File: config.mk
export PLATFORM = sky130hd
export DESIGN_NAME = traffic_light_ctrl
export DESIGN_NICKNAME = d
export VERILOG_FILES = /design/src/rtl/traffic_light_ctrl.sv
export SDC_FILE = /design/constraint.sdc
export NUM_CORES = 1
export LEC_CHECK = 0
export ABC_AREA = 1
export CAP_MARGIN = 20
export CORE_MARGIN = 2
export CORE_UTILIZATION = 50
export CTS_CLUSTER_DIAMETER = 80
export DETAILED_ROUTE_END_ITERATION = 6
export MAX_ROUTING_LAYER = met4
export PLACE_DENSITY = 0.85
export RECOVER_POWER = 100
export SYNTH_ARGS = -nofsm -noshare
export SYNTH_HDL_FRONTEND = slang
export SYNTH_SLANG_ARGS = --single-unit
File: constraint.sdc
create_clock -name clock -period 3 [get_ports clock]
set_input_delay 0.9 -clock clock [delete_from_list [all_inputs] [get_ports clock]]
set_output_delay 0.9 -clock clock [all_outputs]
set_load 0.02 [all_outputs]
File: src/rtl/traffic_light_ctrl.sv
// Multi-direction traffic-light sequencer: green -> yellow -> all-red per direction,
// with an optional all-red pedestrian WALK phase and a freeze enable.
module traffic_light_ctrl #(
    parameter int N_DIR       = 2,
    parameter int DIR_W       = 1,
    parameter int CNT_W       = 8,
    parameter int GREEN_CYC   = 4,
    parameter int YELLOW_CYC  = 2,
    parameter int ALL_RED_CYC = 1,
    parameter int WALK_CYC    = 3
) (
    input  logic               clock,
    input  logic               reset,
    input  logic               enable,
    input  logic               ped_req,
    output logic [3*N_DIR-1:0] light,
    output logic               walk,
    output logic [DIR_W-1:0]   dir_idx,
    output logic [1:0]         phase
);

    localparam logic [1:0] PH_GREEN   = 2'b00;
    localparam logic [1:0] PH_YELLOW  = 2'b01;
    localparam logic [1:0] PH_ALL_RED = 2'b10;
    localparam logic [1:0] PH_WALK    = 2'b11;

    localparam logic [CNT_W-1:0] GREEN_LD   = CNT_W'(GREEN_CYC - 1);
    localparam logic [CNT_W-1:0] YELLOW_LD  = CNT_W'(YELLOW_CYC - 1);
    localparam logic [CNT_W-1:0] ALL_RED_LD = CNT_W'(ALL_RED_CYC - 1);
    localparam logic [CNT_W-1:0] WALK_LD    = CNT_W'(WALK_CYC - 1);
    localparam logic [DIR_W-1:0] LAST_DIR   = DIR_W'(N_DIR - 1);

    logic [CNT_W-1:0] timer;
    logic [CNT_W-1:0] timer_nx;
    logic [1:0]       phase_nx;
    logic [DIR_W-1:0] dir_nx;
    logic [DIR_W-1:0] dir_next;
    logic             ped_pending;
    logic             pend_nx;
    logic             dir_bad;

    // Out-of-range direction codes only exist when N_DIR is not a power of two.
    generate
        if (N_DIR < (1 << DIR_W)) begin : g_dir_chk
            assign dir_bad = (dir_idx > LAST_DIR);
        end else begin : g_dir_full
            assign dir_bad = 1'b0;
        end
    endgenerate

    assign dir_next = (dir_idx == LAST_DIR) ? '0 : dir_idx + 1'b1;

    always_comb begin
        phase_nx = phase;
        timer_nx = timer;
        dir_nx   = dir_idx;
        pend_nx  = ped_pending | (ped_req && (phase != PH_WALK));
        if (dir_bad) begin
            phase_nx = PH_ALL_RED;
            dir_nx   = LAST_DIR;
            timer_nx = ALL_RED_LD;
        end else if (enable) begin
            if (timer != '0) begin
                timer_nx = timer - 1'b1;
            end else begin
                case (phase)
                    PH_GREEN: begin
                        phase_nx = PH_YELLOW;
                        timer_nx = YELLOW_LD;
                    end
                    PH_YELLOW: begin
                        phase_nx = PH_ALL_RED;
                        timer_nx = ALL_RED_LD;
                    end
                    PH_ALL_RED: begin
                        // A request landing on the deciding edge is served immediately.
                        if (ped_pending || ped_req) begin
                            phase_nx = PH_WALK;
                            timer_nx = WALK_LD;
                            pend_nx  = 1'b0;
                        end else begin
                            phase_nx = PH_GREEN;
                            timer_nx = GREEN_LD;
                            dir_nx   = dir_next;
                        end
                    end
                    default: begin
                        phase_nx = PH_GREEN;
                        timer_nx = GREEN_LD;
                        dir_nx   = dir_next;
                    end
                endcase
            end
        end
    end

    always_ff @(posedge clock or posedge reset) begin
        if (reset) begin
            phase       <= PH_ALL_RED;
            dir_idx     <= LAST_DIR;
            timer       <= ALL_RED_LD;
            ped_pending <= 1'b0;
        end else begin
            phase       <= phase_nx;
            dir_idx     <= dir_nx;
            timer       <= timer_nx;
            ped_pending <= pend_nx;
        end
    end

    // Lamps are a pure Moore decode, so reset reaches them without a clock.
    always_comb begin
        for (int d = 0; d < N_DIR; d++) begin
            light[3*d +: 3] = 3'b100;
            if (!dir_bad && (DIR_W'(d) == dir_idx)) begin
                if (phase == PH_GREEN)  light[3*d +: 3] = 3'b010;
                if (phase == PH_YELLOW) light[3*d +: 3] = 3'b001;
            end
        end
    end

    assign walk = (phase == PH_WALK);

endmodule

==> run_results.csv <==
group,metric,value,unit
setup_path,required,2.10,ns
pwr,power_density,819,nW/um2
cells_and_area,layout.nets,127,
setup_path,path_class,"flop to primary output",
clocking,cts_resized,0,
die,rows,13,
grt,grt_pass1_vias,680,
sta,fin_hold_ws,0.490,ns
clocking,clk_latency,0.27,ns
grt,grt_max_degree,13,
drt,firstDrtPassIters,4,
logic_synthesis,synthCells,104,
cells_and_area,fin_cells,134,
setup_path,critPathLaunchType,"flop",
pwr,p_switching,0.321,mW
pwr,p_leak,0.460,nW
sta,tns,0,ns
placed_design,port_buffers,13,
cells_and_area,fillers,125,
pwr,finalPower,0.727,mW
grt,overflow,0,
grt,grt_pass1_wl,2570,um
pwr,p_comb_share,46.6,%
drt,via_per_inst,5.14,
die,core,1330,um2
clocking,clockBufferDepth,2,
clocking,clockRootBuffer,"clkbuf_4",
pwr,intPower,0.406,mW
die,start_util,55.1,%
logic_synthesis,syn-num-nets,110,
grt,antenna_found_initial,0,
sta,min_period,2.64,ns
cells_and_area,num_antenna_cells,0,
die,io-pin-count,14,
setup_path,crit_path_end_kind,"primary output",
placed_design,pre_cts_ws,0.743,ns
drt,drtAntennaViolNets,0,
run_status,status,"complete, no violations",
sta,rsz0062_at_grt,"no",
clocking,htree_levels,1,
placed_design,hpwl,1120,um
die,die_y,42.3,um
pwr,swShare,44.1,%
clocking,holdBufCountCts,0,
drt,routed_wl,1460,um
die,fp.dieW,42.3,um
sta,setup_viol,0,
grt,grtUsageTotal,19.2,%
logic_synthesis,yosysUniqueCellTypes,21,
pwr,peakVddDrop,0.394,mV
sta,worstMarginPinSlew,0.455,ns
sta,maxSlewViolCount,0,
sta,relSlewSlack,69.6,%
logic_synthesis,ys_seq_area_share,41.2,%
logic_synthesis,netlist_area,734,um2
drt,wl_per_cell,10.9,um
drt,met1Wirelength,667,um
sta,final_hold_viol_count,0,
sta,clock_skew,0.000616,ns
min_path,min_path_type,"flop to flop",
sta,setup_slack,0.358,ns
logic_synthesis,avgSynthCellArea,7.06,um2
clocking,cts.clk_slew.worst_paths,0.07,ns
clocking,clkSinkCount,12,
logic_synthesis,ys_seq_elements,12,
sta,period_share,88.1,%
cells_and_area,fin_area,887,um2
placed_design,finalWeightedCongestion,0.808,
setup_path,arrival,1.74,ns
drt,dr_wl_met2,702,um
drt,highest_layer,"met4",
drt,wl_met3,66,um
drt,drc,0,
drt,vias,689,
run,maxCapViolCount,0,
cells_and_area,syn_to_final_growth,20.8,%
logic_synthesis,yosysWarnings,0,
die,die-area,1790,um2
clocking,cts_tree,"built",
placed_design,dp.cells,131,
cells_and_area,utilization,66.5,%
sta,max_freq,378,MHz
setup_path,crit_fanout,6,
placed_design,dpl-instance-area,876,um2
cells_and_area,drive_gt1_share,9.24,%
pwr,clockPowerShare,13.2,%
clocking,cts_buffers,3,
pwr,seq_power_share,40.2,%
clocking,post-cts-setup-buffer-count,0,
drt,drt-initial-drc-count,4,
cell usage in the layout, fill, tap and decap left out, types with 2 or more instances in the layout:
cell type       n
nor2_2          2
nor2_1         22
dfrtp_1        10
dfstp_2         2
xor2_1          2
clkbuf_4        3
o21ai_0         4
ha_1            2
inv_1          15
nand2_1        26
a21oi_1         4
nand3_1         6
dlygate4sd3_1  12
cells in the mapped netlist (all sizes together):
cell type,instances,share of area [%]
o21ai,5,3.4
or2,1,0.85
ha,2,3.4
xor2,2,2.4
nand3,6,4.1
a21oi,4,2.7
buf,1,1.0
inv,16,8.2
nor3b,1,1.0
nand2,27,15
dfrtp,10,34
nor2,25,14
clkinv,1,1.2
dfstp,2,7.2
nand4,1,0.85
layout make-up:
class	instances	area, um2	share of cell area [%]
Inverter	17	65.1	7.33
Clock buffer	3	22.5	2.54
Timing Repair Buffer	13	130	14.7
Tap cell	15	18.8	2.12
Multi-Input combinational cell	74	348	39.2
Sequential cell	12	303	34.1
worst max-delay path: stages, from the launching register on:
cell	delay, ns
dfstp_2	0.57
inv_1	0.10
nand2_1	0.10
nor2_1	0.05
dlygate4sd3_1	0.65
power groups by stage:
stage | registers (mW) | clock network (mW) | logic [mW]
after floorplan | 0.294 | 0 | 0.237
after global placement | 0.292 | 0 | 0.349
after detailed placement | 0.296 | 0 | 0.355
after CTS | 0.293 | 0.0992 | 0.360
after global routing | 0.303 | 0.104 | 0.388
final | 0.292 | 0.0960 | 0.339
registers in the layout (all words and copies together), names as in the netlist:
register,cells
dir_idx,1
ped_pending,1
phase,2
timer,8
logic make-up after synthesis:
family	synth area share [%]
AOI/OAI and AO/OA	6.13
DFF	41.2
xor gates and xnor gates	2.39
and+or+nand+nor	36.5
adders and majority gates	3.41
buffers and inverters	10.4
layer usage:
metal,global-route usage (%),vias to the layer above
met5,-,-
met4,10.6,0
met3,3.02,4
met2,31.7,15
met1,22.0,323
li1,-,347
path summary, 6_finish.rpt:
path                           from  endpoint  slack, ns  cells past startpoint
max                        phase[1]  light[1]       0.36                      4
min                         dir_idx   dir_idx       0.49                      2
max reg2reg                timer[0]  timer[0]       1.43                      8
min reg2reg                 dir_idx   dir_idx       0.49                      2
max in group asynchronous     reset  phase[1]       1.59                      2
min in group asynchronous     reset  phase[0]       1.07                      2
Note: power is estimated with default switching activity, not from simulation.
